<file path="config.mk">
export PLATFORM = sky130hd
export DESIGN_NAME = rtc_mode_ctrl_flat
export DESIGN_NICKNAME = d
export VERILOG_FILES = /design/src/rtl/rtc_pkg.sv /design/src/rtl/rtc_mode_ctrl_if.sv /design/src/rtl/rtc_sw_debounce.sv /design/src/rtl/rtc_mode_ctrl.sv /design/src/flat_wrapper.sv
export SDC_FILE = /design/constraint.sdc
export NUM_CORES = 1
export LEC_CHECK = 0
export CORE_UTILIZATION = 62
export CTS_CLUSTER_DIAMETER = 100
export DETAILED_ROUTE_END_ITERATION = 6
export MAX_ROUTING_LAYER = met4
export PLACE_DENSITY = 0.87
export SETUP_SLACK_MARGIN = 0.4
export SYNTH_ARGS = -nofsm -noshare
export SYNTH_HDL_FRONTEND = slang
export SYNTH_SLANG_ARGS = --single-unit
</file>
<file path="constraint.sdc">
create_clock -name clk -period 5.9 [get_ports clk]
set_input_delay 1.18 -clock clk [delete_from_list [all_inputs] [get_ports clk]]
set_output_delay 1.18 -clock clk [all_outputs]
set_load 0.005 [all_outputs]
</file>
<file path="src/rtl/rtc_pkg.sv">
// Shared definitions for the RTC mode controller: FSM states, mode codes
// and a constant-evaluable ceil(log2) used to size counters.
package rtc_pkg;

    typedef enum logic [2:0] {
        INIT,
        IDLE,
        RD,
        PROG,
        WB
    } rtc_state_e;

    localparam logic [1:0] MODE_IDLE  = 2'd0;
    localparam logic [1:0] MODE_DATE  = 2'd1;
    localparam logic [1:0] MODE_TIME  = 2'd2;
    localparam logic [1:0] MODE_TIMER = 2'd3;

    // Smallest r with 2**r >= value (0 for value <= 1).
    function automatic int clog2(input int value);
        int result;
        result = 0;
        for (int i = 0; i < 31; i++) begin
            if ((1 << i) < value) result = i + 1;
        end
        return result;
    endfunction

endpackage

</file>
<file path="src/rtl/rtc_mode_ctrl_if.sv">
// Handshake between the mode controller (master) and the RTC
// bus-transaction unit (slave). bus_start is a one-cycle request and
// bus_wr qualifies it; bus_done is a one-cycle completion pulse.
interface rtc_mode_ctrl_if;

    logic bus_busy;
    logic bus_done;
    logic bus_start;
    logic bus_wr;

    modport master (
        output bus_start,
        output bus_wr,
        input  bus_busy,
        input  bus_done
    );

    modport slave (
        input  bus_start,
        input  bus_wr,
        output bus_busy,
        output bus_done
    );

endinterface

</file>
<file path="src/rtl/rtc_sw_debounce.sv">
// Two-flop synchroniser followed by a stability filter: q_o only takes the
// synchronised vector once it has held the same value for DEBOUNCE_CYC
// consecutive cycles, giving 2 + DEBOUNCE_CYC cycles from sw edge to q_o.
module rtc_sw_debounce import rtc_pkg::*; #(
    parameter int W            = 3,
    parameter int DEBOUNCE_CYC = 4
) (
    input  logic         clk,
    input  logic         swreset,
    input  logic [W-1:0] sw_i,
    output logic [W-1:0] q_o
);

    localparam int CW = (clog2(DEBOUNCE_CYC + 1) < 1) ? 1 : clog2(DEBOUNCE_CYC + 1);
    localparam logic [CW-1:0] CNT_MAX = CW'(DEBOUNCE_CYC);

    logic [W-1:0]  sync1_q;
    logic [W-1:0]  sync2_q;
    logic [W-1:0]  cand_q;
    logic [W-1:0]  q_q;
    logic [CW-1:0] cnt_q;
    logic [CW-1:0] cnt_d;

    // Number of consecutive cycles the synchronised vector has held; a change restarts at 1.
    always_comb begin
        cnt_d = cnt_q;
        if (sync2_q != cand_q) begin
            cnt_d = CW'(1);
        end else if (cnt_q != CNT_MAX) begin
            cnt_d = cnt_q + 1'b1;
        end
    end

    // Synchroniser stages, stability history and qualified-vector update.
    always_ff @(posedge clk or posedge swreset) begin
        if (swreset) begin
            sync1_q <= '0;
            sync2_q <= '0;
            cand_q  <= '0;
            cnt_q   <= '0;
            q_q     <= '0;
        end else begin
            sync1_q <= sw_i;
            sync2_q <= sync1_q;
            cand_q  <= sync2_q;
            cnt_q   <= cnt_d;
            if (cnt_d == CNT_MAX) begin
                q_q <= sync2_q;
            end
        end
    end

    assign q_o = q_q;

endmodule

</file>
<file path="src/rtl/rtc_mode_ctrl.sv">
// Main RTC control FSM: configuration writes after reset, periodic refresh
// reads while idle, mode selection from debounced switches and a write-back
// transaction whenever a programming mode is left. A request is launched
// on the cycle after bus_busy was sampled low, and every wait for bus_done
// is bounded by TIMEOUT_CYC, after which bus_err sticks until swreset.
module rtc_mode_ctrl import rtc_pkg::*; #(
    parameter int N_MODES      = 3,
    parameter int MODE_W       = 2,
    parameter int DEBOUNCE_CYC = 4,
    parameter int REFRESH_CYC  = 100,
    parameter int INIT_WRITES  = 2,
    parameter int TIMEOUT_CYC  = 64
) (
    input  logic               clk,
    input  logic               swreset,
    input  logic [N_MODES-1:0] sw,
    rtc_mode_ctrl_if.master    bus,
    output logic [MODE_W-1:0]  out,
    output logic               init_done,
    output logic               bus_err
);

    localparam int RW = (clog2(REFRESH_CYC) < 1) ? 1 : clog2(REFRESH_CYC);
    localparam int TW = (clog2(TIMEOUT_CYC) < 1) ? 1 : clog2(TIMEOUT_CYC);
    localparam int IW = (clog2(INIT_WRITES + 1) < 1) ? 1 : clog2(INIT_WRITES + 1);
    localparam logic [RW-1:0] RF_LAST = RW'(REFRESH_CYC - 1);
    localparam logic [TW-1:0] TO_LAST = TW'(TIMEOUT_CYC - 1);

    rtc_state_e         state_q;
    logic               wait_q;
    logic [RW-1:0]      ref_cnt_q;
    logic [TW-1:0]      to_cnt_q;
    logic [IW-1:0]      init_cnt_q;
    logic [MODE_W-1:0]  out_q;
    logic               start_q;
    logic               wr_q;
    logic               init_done_q;
    logic               err_q;
    logic [N_MODES-1:0] prog_vec_q;

    logic [N_MODES-1:0] q_vec;
    logic [MODE_W-1:0]  sel_code;
    logic               sel_valid;
    logic               xfer_end;
    logic               timeout_hit;

    rtc_sw_debounce #(
        .W            (N_MODES),
        .DEBOUNCE_CYC (DEBOUNCE_CYC)
    ) u_debounce (
        .clk     (clk),
        .swreset (swreset),
        .sw_i    (sw),
        .q_o     (q_vec)
    );

    // Lowest set switch wins (date over time over timer); code is index + 1.
    always_comb begin
        sel_code = '0;
        for (int i = N_MODES - 1; i >= 0; i--) begin
            if (q_vec[i]) sel_code = MODE_W'(i + 1);
        end
    end

    assign sel_valid   = |q_vec;
    assign xfer_end    = wait_q && (bus.bus_done || (to_cnt_q == TO_LAST));
    assign timeout_hit = wait_q && !bus.bus_done && (to_cnt_q == TO_LAST);

    // Control FSM with registered outputs; a timeout finishes a wait exactly like bus_done.
    always_ff @(posedge clk or posedge swreset) begin
        if (swreset) begin
            state_q     <= INIT;
            wait_q      <= 1'b0;
            ref_cnt_q   <= '0;
            to_cnt_q    <= '0;
            init_cnt_q  <= '0;
            out_q       <= '0;
            start_q     <= 1'b0;
            wr_q        <= 1'b0;
            init_done_q <= 1'b0;
            err_q       <= 1'b0;
            prog_vec_q  <= '0;
        end else begin
            start_q <= 1'b0;
            wr_q    <= 1'b0;
            if (wait_q) to_cnt_q <= to_cnt_q + 1'b1;
            if (timeout_hit) err_q <= 1'b1;
            if (xfer_end) begin
                wait_q   <= 1'b0;
                to_cnt_q <= '0;
            end
            case (state_q)
                INIT: begin
                    if (INIT_WRITES == 0) begin
                        init_done_q <= 1'b1;
                        state_q     <= IDLE;
                    end else if (!wait_q) begin
                        if (!bus.bus_busy) begin
                            start_q <= 1'b1;
                            wr_q    <= 1'b1;
                            wait_q  <= 1'b1;
                        end
                    end else if (xfer_end) begin
                        init_cnt_q <= init_cnt_q + 1'b1;
                        if (int'(init_cnt_q) + 1 == INIT_WRITES) begin
                            init_done_q <= 1'b1;
                            state_q     <= IDLE;
                        end
                    end
                end
                IDLE: begin
                    out_q <= MODE_W'(MODE_IDLE);
                    if (sel_valid) begin
                        state_q    <= PROG;
                        out_q      <= sel_code;
                        prog_vec_q <= q_vec;
                        ref_cnt_q  <= '0;
                    end else if (ref_cnt_q == RF_LAST) begin
                        if (!bus.bus_busy) begin
                            start_q <= 1'b1;
                            wait_q  <= 1'b1;
                            state_q <= RD;
                        end
                    end else begin
                        ref_cnt_q <= ref_cnt_q + 1'b1;
                    end
                end
                RD: begin
                    if (xfer_end) begin
                        state_q   <= IDLE;
                        ref_cnt_q <= '0;
                    end
                end
                PROG: begin
                    if (q_vec != prog_vec_q) state_q <= WB;
                end
                WB: begin
                    if (!wait_q) begin
                        if (!bus.bus_busy) begin
                            start_q <= 1'b1;
                            wr_q    <= 1'b1;
                            wait_q  <= 1'b1;
                        end
                    end else if (xfer_end) begin
                        state_q <= IDLE;
                        out_q   <= MODE_W'(MODE_IDLE);
                    end
                end
                default: state_q <= INIT;
            endcase
        end
    end

    assign out           = out_q;
    assign init_done     = init_done_q;
    assign bus_err       = err_q;
    assign bus.bus_start = start_q;
    assign bus.bus_wr    = wr_q;

endmodule

</file>
<file path="src/flat_wrapper.sv">
// flat-port wrapper written by rule: the top's interface ports become plain ports
module rtc_mode_ctrl_flat import rtc_pkg::*;
#(
    parameter int N_MODES      = 3,
    parameter int MODE_W       = 2,
    parameter int DEBOUNCE_CYC = 4,
    parameter int REFRESH_CYC  = 100,
    parameter int INIT_WRITES  = 2,
    parameter int TIMEOUT_CYC  = 64
)
  (clk, swreset, sw, out, init_done, bus_err, bus_bus_start, bus_bus_wr, bus_bus_busy, bus_bus_done);
  rtc_mode_ctrl_if bus_i ();
  input  logic clk;
  input  logic swreset;
  input  logic [N_MODES-1:0] sw;
  output logic [MODE_W-1:0] out;
  output logic init_done;
  output logic bus_err;
  output wire logic [$bits(bus_i.bus_start)-1:0] bus_bus_start;
  output wire logic [$bits(bus_i.bus_wr)-1:0] bus_bus_wr;
  input wire logic [$bits(bus_i.bus_busy)-1:0] bus_bus_busy;
  input wire logic [$bits(bus_i.bus_done)-1:0] bus_bus_done;
  assign bus_bus_start = bus_i.bus_start;
  assign bus_bus_wr = bus_i.bus_wr;
  assign bus_i.bus_busy = bus_bus_busy;
  assign bus_i.bus_done = bus_bus_done;
  rtc_mode_ctrl #(.N_MODES(N_MODES), .MODE_W(MODE_W), .DEBOUNCE_CYC(DEBOUNCE_CYC), .REFRESH_CYC(REFRESH_CYC), .INIT_WRITES(INIT_WRITES), .TIMEOUT_CYC(TIMEOUT_CYC)) u_core (.clk(clk), .swreset(swreset), .sw(sw), .bus(bus_i), .out(out), .init_done(init_done), .bus_err(bus_err));
endmodule
</file>
# Yosys cells after proc, flatten, opt, wreduce, memory -nomap -nowiden
# Index checks and enable logic that the tools add are counted.
totals:
  out_inout_bits: 6
  inputBits: 7
  reg_bits: 43
  wordCells: 96
op_classes:
  reduce_logical: 17
  add_sub_neg: 5
  eq_ne: 21
  n_mux: 37
op_table:
  columns: ["op", "count"]
  rows:
  - ["$mux 3", 11]
  - ["$eq 32x3->1 const B", 1]
  - ["$mux 7", 3]
  - ["$pmux 3 s5", 1]
  - ["$ne 2x1->1 const B", 7]
  - ["$pmux 7 s2", 1]
  - ["$mux 2", 6]
  - ["$mux 6", 2]
  - ["$mux 1", 10]
  - ["$reduce_and 3->1", 3]
  - ["$add 7x1->7 const B", 1]
  - ["$eq 7x7->1 const B", 1]
  - ["$reduce_and 7->1", 1]
  - ["$add 6x1->6 const B", 1]
  - ["$eq 3x2->1 const B", 2]
  - ["$eq 3x3->1 const B", 2]
  - ["$eq 6x6->1 const B", 1]
  - ["$ne 3x2->1 const B", 2]
  - ["$ne 3x3->1", 2]
  - ["$reduce_bool 2->1", 3]
  - ["$pmux 1 s2", 2]
  - ["$pmux 2 s2", 1]
  - ["$reduce_and 4->1", 1]
  - ["$add 2x1->3 const B", 1]
  - ["other kinds (12)", 14]

# Logic depth before layout (Yosys ltp)
# Gate-level depths: netlist of the first run.
logic_depth:
  word_depth: 8
  depth_mapped: 7
  ltp_nobuf: 7

# Modules after synthesis
# Synthesis of the first run repeated with hierarchy kept, for this count alone.
unflattened:
  hier_cells: 181
  hier_area_um2: 2021.9
by_module_without_submodules:
  columns: ["module", "instances", "seq_area_each_um2", "area_each_um2", "cells_per_inst"]
  rows:
  - ["rtc_mode_ctrl", 1, 700.7, 1447.6, 141]
  - ["rtc_sw_debounce", 1, 375.4, 574.3, 40]

# Least setup slack after synthesis of the first run
# No wires, ideal clock.
synth_timing:
  path_type: "input to register"
  from: "input bus_bus_done"
  to: "register u_core.ref_cnt_q[4]"
  path_slack_ns: 3.866
  t_required_ns: 5.810
  stages: 4
  path_buffers: 0
  setup_ns: 0.090
  t_arrival_ns: 1.944
  path_cell_list: "a31oi_1 nand2b_4 a21oi_1 o221ai_1"
synth_between:
  elab_chain_len: 4
synth_rtl:
  columns: ["item", "line_no", "source"]
  rows:
  - ["start, declared", "flat_wrapper.sv:22", "input wire logic [$bits(bus_i.bus_done)-1:0] bus_bus_done;"]
  - ["$logic_or 1x1->1", "rtc_mode_ctrl.sv:66", "assign xfer_end = wait_q && (bus.bus_done || (to_cnt_q == TO_LAST));"]
  - ["$logic_and 1x1->1", "rtc_mode_ctrl.sv:66", null]
  - ["$ne 2x1->1 (no source line)", null, null]
  - ["$reduce_and 3->1 (no source line)", null, null]
  - ["end signal, assigned", "rtc_mode_ctrl.sv:125", "ref_cnt_q <= ref_cnt_q + 1'b1;"]
  - ["end, declared", "rtc_mode_ctrl.sv:31", "logic [RW-1:0] ref_cnt_q;"]
# No other way between the ends.
# A chain may end at the register's enable or synchronous reset.

# Final worst setup path of the first run
layout_timing:
  from: "register u_core.out_q[1] (netlist: u_core.out[1])"
  to: "output out[1]"
layout_lines:
  columns: ["item", "line_no", "source"]
  rows:
  - ["start, declared", "rtc_mode_ctrl.sv:34", "logic [MODE_W-1:0] out_q;"]
  - ["start signal, assigned", "rtc_mode_ctrl.sv:112", "out_q <= MODE_W'(MODE_IDLE);"]
  - ["start signal, assigned", "rtc_mode_ctrl.sv:115", "out_q <= sel_code;"]
  - ["start signal, assigned", "rtc_mode_ctrl.sv:146", "out_q <= MODE_W'(MODE_IDLE);"]
  - ["end, declared", "flat_wrapper.sv:16", "output logic [MODE_W-1:0] out;"]
# No word-level cell between the ends.

==> results.txt, run 1 <==
The run finished with clean final reports. After layout, the minimum clock period comes to 2440 ps. The launch point of the worst path is u_core.out[1]. The run gives 2 as the buffer depth of the longest clock path.

Type of the worst min-delay path: register to register. In this run the cell area measured after placement is 2170 sq um. The normalized max-slew margin is 0.654, and the core footprint is 3080 sq um. After detailed routing, the number of remaining DRC violations is 0. After detailed routing, the average wire length per cell comes to 15.5 microns.

The final layout contains routed wiring with a total length of 3740 microns. Peak ir drop on the vdd network: 0.327 mV. The full die area came out at 3520 sq um.

In the final layout, flip-flops and latches occupy 1080 sq um. The post-synthesis instance total was 185. The fraction of final layout cells with drive strength greater than 1 was 0.0960. The count of distinct cell types in the synthesized netlist was 46; the final cell utilization of the core was 0.739. The buffers plus inverters on the worst setup path is 1. Number of placed I/O pins: 13.

The number of antenna diodes in the final layout is 0. Setup violations remaining at the end of the flow were counted as 0. By area, the combinational part of the netlist is dominated by simple AND/OR/NAND/NOR gates.

The portion of synthesized cell area occupied by the leading cell type was 0.527; the post-cts hold buffer count was 0. The source-to-sink clock delay at the later pin of the worst-skew pair is 370 ps, and the multiplexer area fraction after synthesis is 0.0319. In this design, the stage delay of the slowest critical-path cell is 510 ps. The tools report the total via count in the routed design as 1428.

The number of filler cells placed in the layout was 214; the total half-perimeter wirelength after legalization and detailed placement was 2550 microns. The tools report the netlist area before placement as 2040 sq um. The post-layout worst setup margin was 3460 ps. Compared with the post-synthesis result, the final layout area differs by 11.5%.

The floorplan has 20 rows. Compound-gate portion of the synthesized area: 0.119. At the pin with the least slew margin, the transition time is 520 ps. The tools report the part of the Yosys area used for sequential elements as 0.527. The routed design uses 164 microns of met3 wire. The final-report max-slew violation count is 0. Yosys mapped a number of flops with a built-in enable equal to 0.

Setup repair after global routing left no endpoint under its margin. The critical path is of the register to output pin type. In the final design database the tool counted 209 nets. Entering global routing, the biggest net connects 44 pins. TritonCTS built the clock tree. Summed over all failing endpoints, the final setup total negative slack is 0 ps. The tools report the critical path arrival as 1260 ps.

For the post-synth net total, the log shows 197. The clock transition at the register clock pins on the worst setup and hold paths after CTS came out at 120 ps. The detailed router put a total of 1560 microns of wire on met1. Number of detailed-route iterations in the first pass: 5. The die is 59.4 microns tall. The routed design uses 1940 microns of met2 wire.

The top flip-flop cell by instance count after synthesis is dfrtp_1. Across the routed clock network, the largest skew measured is 13.6 ps. The logs give 881 sq um for the multi-input gate area in the final layout and 0.830 for the last weighted congestion value of the routability-driven placer. Summed over all layers, the global routing overflow is 0. The logs give 0 for the warning count from the yosys run and 0 for the number of antenna violations at the first check in global routing.

For the worst setup timing slack at the placement stage, the log shows 3150 ps. In this run the worst path has a maximum fanout of 2. The tree is rooted in a clkbuf_4. The run gives 1.02 nW as the leakage component of the power.

Among all stages on the critical path, the largest delay is contributed by clkdlybuf4s50_1. The number of cells upsized or downsized after cts came out at 0. After synthesis the netlist holds a flip-flop and latch count of 43.

Starting density of the core: 0.663. The kind of cell adding the most delay to the critical path was buffers and inverters. The number of clock sinks seen by CTS was 43. The fraction of the mapped netlist area in adder cells came out at 0.0307.

The worst setup path is launched from a register. The worst register-to-register path begins at u_core.u_debounce.cnt_q[0]. The first global-routing pass estimated 6410 microns of wire. The average instance in the mapped netlist occupies 11.0 sq um. Summing all non-filler instances in the final layout gives an area of 2270 sq um.

The share of the clock period used by the worst path is 0.414. The first-iteration detailed-routing DRC count is 81, and the number of max-cap violations is 0. For the worst setup path, the data required time is 4720 ps. The overall fraction of global-route tracks in use came out at 0.259. Number of buffers created by CTS: 5. The detailed router used layers up to and including met4. The CTS H-tree depth was 2; the detail-routed via count per cell was 5.90.

The count of antenna-violating nets left after detailed routing is 0. The critical path goes through clkdlybuf4s50_1. The tools report the startpoint of the most critical hold path as u_core.u_debounce.sync1_q[0]. The tools report the count of final hold-check violations as 0. The library cell used most frequently in the layout, excluding fill and tap cells, is dfrtp_1. The simple logic cell fraction of the synthesized area was 0.199.

The via count of the first global-routing pass is 1439. The fraction of synthesis flops using an asynchronous set or reset pin was 1.00; the highest achievable clock rate was 0.409 GHz. The run gives 0 as the number of post-CTS setup repair buffers. By area the synthesized netlist is led by dfrtp_1 (53%), xnor2_1 (3.9%), ha_1 (3.1%). The library cells used most frequently in the layout, excluding fill and tap cells, are dfrtp_1 (43), nor2_1 (14), nand2_1 (13), clkdlybuf4s50_1 (12), nand3_1 (10).

Number of port buffers: 12. The post-synthesis xor/xnor area fraction is 0.0515. In this run the horizontal extent of the chip is 59.4 microns.

Critical path capture point type: an output pin. The total power divided by cell area is 470 nW/um^2. The post-synthesis cell type with the largest combined area was dfrtp_1.
[layout make-up]
type,count,share of cell area
Clock inverter,3,0.0297
Tap cell,44,0.0242
Timing Repair Buffer,13,0.0561
Clock buffer,5,0.0165
Sequential cell,43,0.473
Multi-Input combinational cell,126,0.387
Inverter,8,0.0132
[flip-flops by register name, summed over array words and instances, names as in the netlist]
signal	flops
u_core.u_debounce.sync2_q	3
u_core.wait_q	1
u_core.ref_cnt_q	7
u_core.init_cnt_q	2
u_core.u_debounce.cand_q	3
u_core.bus.bus_wr	1
u_core.u_debounce.sync1_q	3
u_core.out	2
u_core.bus.bus_start	1
u_core.to_cnt_q	6
u_core.state_q	3
u_core.u_debounce.q_o	3
u_core.prog_vec_q	3
u_core.init_done	1
u_core.u_debounce.cnt_q	3
u_core.bus_err	1
[Yosys cell counts, types with 4 or more instances]
cell type,instances
a21oi_1,6
a22o_1,4
a31oi_1,5
buf_2,4
dfrtp_1,43
ha_1,5
inv_1,8
mux2_2,4
nand2_1,13
nand3_1,10
nor2_1,14
nor3_1,4
o21ai_0,9
xnor2_1,9
[path summary, 6_finish.rpt]
kind	to	slack (ps)	cells past startpoint
min reg2reg	u_core.u_debounce.sync2_q[0]	360	0
min in group asynchronous	u_core.state_q[1]	1230	3
max reg2reg	u_core.u_debounce.q_o[2]	3880	7
max in group asynchronous	u_core.out[0]	4310	3
min	u_core.u_debounce.sync2_q[0]	360	0
max	out[1]	3460	1
[kinds of logic (layout without fill, tap and decap cells)]
group           Yosys count  after routing
mux                       6              6
fa+ha+maj                 5              5
compound gates           36             36
xor+xnor                 12             12
buf+inv                  16             29
flops                    43             43
simple gates             67             67
[routing by layer]
layer | GRT usage | up-vias
li1 | - | 682
met1 | 0.304 | 694
met2 | 0.416 | 39
met3 | 0.0764 | 13
met4 | 0.109 | 0
met5 | - | -
[worst register-to-register path: stages, from the launching register on]
cell	delay [ps]
dfrtp_1	440
inv_1	90
ha_1	240
nor3b_1	210
a21oi_1	60
mux2_2	290
nor3_4	220
mux2_2	360
[power breakdown]
group | switching (mW) | leakage, nW | internal (mW) | total [mW]
Combinational | 0.178 | 0.430 | 0.170 | 0.348
Clock | 0.101 | 0.0514 | 0.132 | 0.233
Sequential | 0.113 | 0.540 | 0.375 | 0.487
[through the flow]
step	total power, mW	instances	hold WS (ps)
6_report	1.07	242	362
5_1_grt	1.13	242	372
4_1_cts	1.07	242	365
3_5_place_dp	0.833	234	336
3_3_place_gp	0.804	234	333
2_1_floorplan	0.744	185	331
Power figures use the tool's default switching activity.
==> inputs of run 2 (changes only) <==
--- a/config.mk
+++ b/config.mk
@@ -5,11 +5,11 @@
 export SDC_FILE = /design/constraint.sdc
 export NUM_CORES = 1
 export LEC_CHECK = 0
-export CORE_UTILIZATION = 62
+export CORE_UTILIZATION = 52
 export CTS_CLUSTER_DIAMETER = 100
 export DETAILED_ROUTE_END_ITERATION = 6
 export MAX_ROUTING_LAYER = met4
-export PLACE_DENSITY = 0.87
+export PLACE_DENSITY = 0.78
 export SETUP_SLACK_MARGIN = 0.4
 export SYNTH_ARGS = -nofsm -noshare
 export SYNTH_HDL_FRONTEND = slang
==> constraint.sdc (replaced) <==
create_clock -name clk -period 2 [get_ports clk]
set_input_delay 0.4 -clock clk [delete_from_list [all_inputs] [get_ports clk]]
set_output_delay 0.4 -clock clk [all_outputs]
set_load 0.005 [all_outputs]
==> run 2 against run 1 <==
Against the previous run: sequential cell count stayed put; hold slack got worse by 4.4 ps; non-clock buffer count increased by 24; first-iteration DRC count rose by 59%.
==> results.txt, run 2 (same netlist as run 1, synthesis figures left out) <==
The flow ran to the end, and the final reports show no timing, DRC or antenna violations. Number of max-cap violations: 0. The total power divided by cell area is 1400 nW/um^2, and the detailed-route DRC error count is 0.

Counting the buffers created by CTS gives 5. In this run the core area contains 22 standard-cell rows. The tools report the starting density of the core as 0.549.

For the final instance area, the log shows 2670 sq um. The logs give 0 ps for the setup total negative slack and 1612 for the total via count in the routed design. Summed over all nets, the half-perimeter wirelength after detailed placement is 2500 microns.

For the pin with the worst max-slew slack, the measured transition is 536 ps. The run gives 6460 microns as the wire length of the first global-routing pass. The logs give 1415 for the via count of the first global-routing pass and 13 for the number of placed I/O pins.

The worst register-to-register path ends at u_core.u_debounce.q_o[2]. Once placement finished, the instance area stood at 2240 sq um. Startpoint-to-endpoint class of the critical path: register to register. TritonCTS built the clock tree. After detailed placement, the design holds a cell count of 242. The wire length after detailed routing is 4910 microns. For the worst flop-to-flop path, the logic depth is 6. The logs give 0.642 for the normalized max-slew margin and 0.852 mV for the peak ir drop on the vdd network. The library cells used most frequently in the layout, excluding fill and tap cells, are dfrtp_1 (37), buf_4 (23), nor2_1 (13), nand2_1 (13), clkdlybuf4s50_1 (10). In this run the static leakage power is 1.20 nW. The tools report the post-layout worst setup margin as 226 ps. The analysis attributes to net switching a power of 1.40 mW.

The die boundary height was 64.6 microns. The tools report the count of final hold-check violations as 0. Counting every sink on the clock net gives 43. For the final database, setup skew stands at 6.15 ps. Counting instances, the worst hold path has a depth of 0. The largest registers in the layout are u_core.ref_cnt_q (7), u_core.to_cnt_q (6). The register with the most flip-flops in the final layout is u_core.ref_cnt_q. During placement, the flow inserted port buffers numbering 12.

Data on the critical path is required at its endpoint by 2190 ps. For the worst-skew pair, the clock arrives at the later sink with an insertion delay of 300 ps. The tools report the buffer depth of the longest clock path as 2.

Across all register-to-register paths, the minimum setup slack is 230 ps. The final-report max-slew violation count was 0; the share of power burned in registers was 0.388. Setup repair after global routing could not meet its margin everywhere.

The run gives 0 as the total congestion overflow after global routing. STA classifies the critical path startpoint as a register. The number of flip-flops under the largest register name is 7, and the share of the clock period used by the worst path is 0.887. Counting the fill cells in the layout gives 229. The tools report the logic gate share of total power as 0.423. The run gives 0.189 as the fraction of power consumed by the clock network. The end of the worst hold path is u_core.u_debounce.sync2_q[2]. The average wire length per cell after detail routing is 18.2 microns. The smallest clock period supported by the final layout is computed as 1770 ps. The net count reported at finish came out at 233.

STA classifies the critical path endpoint as a register. In this run the remaining antenna-violating nets after routing total 0. The fraction of final layout cells with drive strength greater than 1 is 0.311.

The count of inserted antenna diode cells was 0; the maximum number of pins on one net before global-route repair was 44. The worst hold path belongs to the class register to register. The fraction of power spent switching nets is 0.375. The startpoint identified for the worst hold timing path is u_core.u_debounce.sync1_q[2].

The launching point of the worst reg2reg path was u_core.u_debounce.cnt_q[0]. The H-tree generated during clock tree synthesis spans 2 levels. Clock-pin slew was measured on the worst setup and hold paths at 80 ps.

Critical path arrival: 1970 ps. The final cell utilization of the core is 0.718. Full die area: 4180 sq um. For the internal power component, the log shows 2.33 mW.

The overall fraction of global-route tracks in use was 0.213; the worst-path maximum fanout was 4. Based on the critical path, the design can be clocked at up to 0.564 GHz. The run gives 270 as the number of cells in the finished layout apart from fillers. The first detailed-routing pass ran for 4 iterations. The master cell of the clock root buffer is clkbuf_8. The area growth from synthesis to layout came out at 30.7%. The first-iteration detailed-routing DRC count is 129, and the worst setup timing slack at the placement stage is 161 ps.

At the end of routability-driven placement, the weighted congestion stood at 0.890. The tools report the number of antenna violations at the first check in global routing as 0. The floorplan step set the die width to 64.6 microns. Setup violations remaining at the end of the flow were counted as 0. The core region is 3720 sq um. The most frequent standard cell in the layout excluding fill and tap cells is dfrtp_1.

The detail-routed via count per cell is 5.97.
-- run 2: power by group through the flow --
stage,Clock (mW),Sequential [mW],Combinational [mW]
2_1_floorplan,0,1.29,0.919
3_3_place_gp,0,1.41,1.05
3_5_place_dp,0,1.44,1.09
4_1_cts,0.707,1.43,1.14
5_1_grt,0.741,1.47,1.71
6_report,0.704,1.45,1.58
-- run 2: stage by stage --
step                hold slack (ps)  power (mW)
finish                          358        3.73
global route                    379        3.93
floorplan                       331        2.21
CTS                             362        3.28
global placement                333        2.45
detailed placement              344        2.53
-- run 2: worst max-delay path by stage --
| stage | from | to | slack [ps] | cells past startpoint |
|---|---|---|---|---|
| after CTS | u_core.u_debounce.cnt_q[0] | u_core.u_debounce.q_o[1] | 230 | 6 |
| after global placement | u_core.u_debounce.cnt_q[0] | u_core.u_debounce.q_o[2] | 250 | 6 |
| after floorplan | u_core.u_debounce.cnt_q[0] | u_core.u_debounce.q_o[0] | 290 | 6 |
| after global routing | u_core.u_debounce.cnt_q[0] | u_core.u_debounce.q_o[0] | 140 | 6 |
| final | u_core.u_debounce.cnt_q[0] | u_core.u_debounce.q_o[2] | 230 | 6 |
| after detailed placement | bus_bus_done | u_core.out[1] | 160 | 5 |
-- run 2: final cells by class --
type                            instances  area [sq um]  area share
Inverter                                8          30.0      0.0113
Multi-Input combinational cell        126          1040       0.389
Tap cell                               48          60.1      0.0225
Sequential cell                        43          1080       0.406
Clock buffer                            6          82.6      0.0310
Timing Repair Buffer                   37           338       0.127
Clock inverter                          2          35.0      0.0131
-- run 2: per-layer routing --
layer | share of wire | track usage | vias to the layer above
met1 | 0.40 | 0.267 | 799
met3 | 0.042 | 0.0370 | 20
met4 | 0.036 | 0.106 | 0
li1 | - | - | 729
met2 | 0.52 | 0.334 | 64
met5 | 0 | - | -
-- run 2: timing repair --
action                                 4_1_cts  5_1_grt
resized for setup                            6       24
setup endpoints to repair                   13       19
pin swaps                                    2        5
endpoints found under the hold margin        0        0
hold buffers                                 0        0
buffers inserted                             3       17
-- run 2: critical path, stage by stage, from the launching register on --
cell and delay (ps):
dfrtp_1 410, ha_2 210, nor3b_2 180, a21oi_1 60
mux2_4 270, nor3_4 210, mux2_4 330
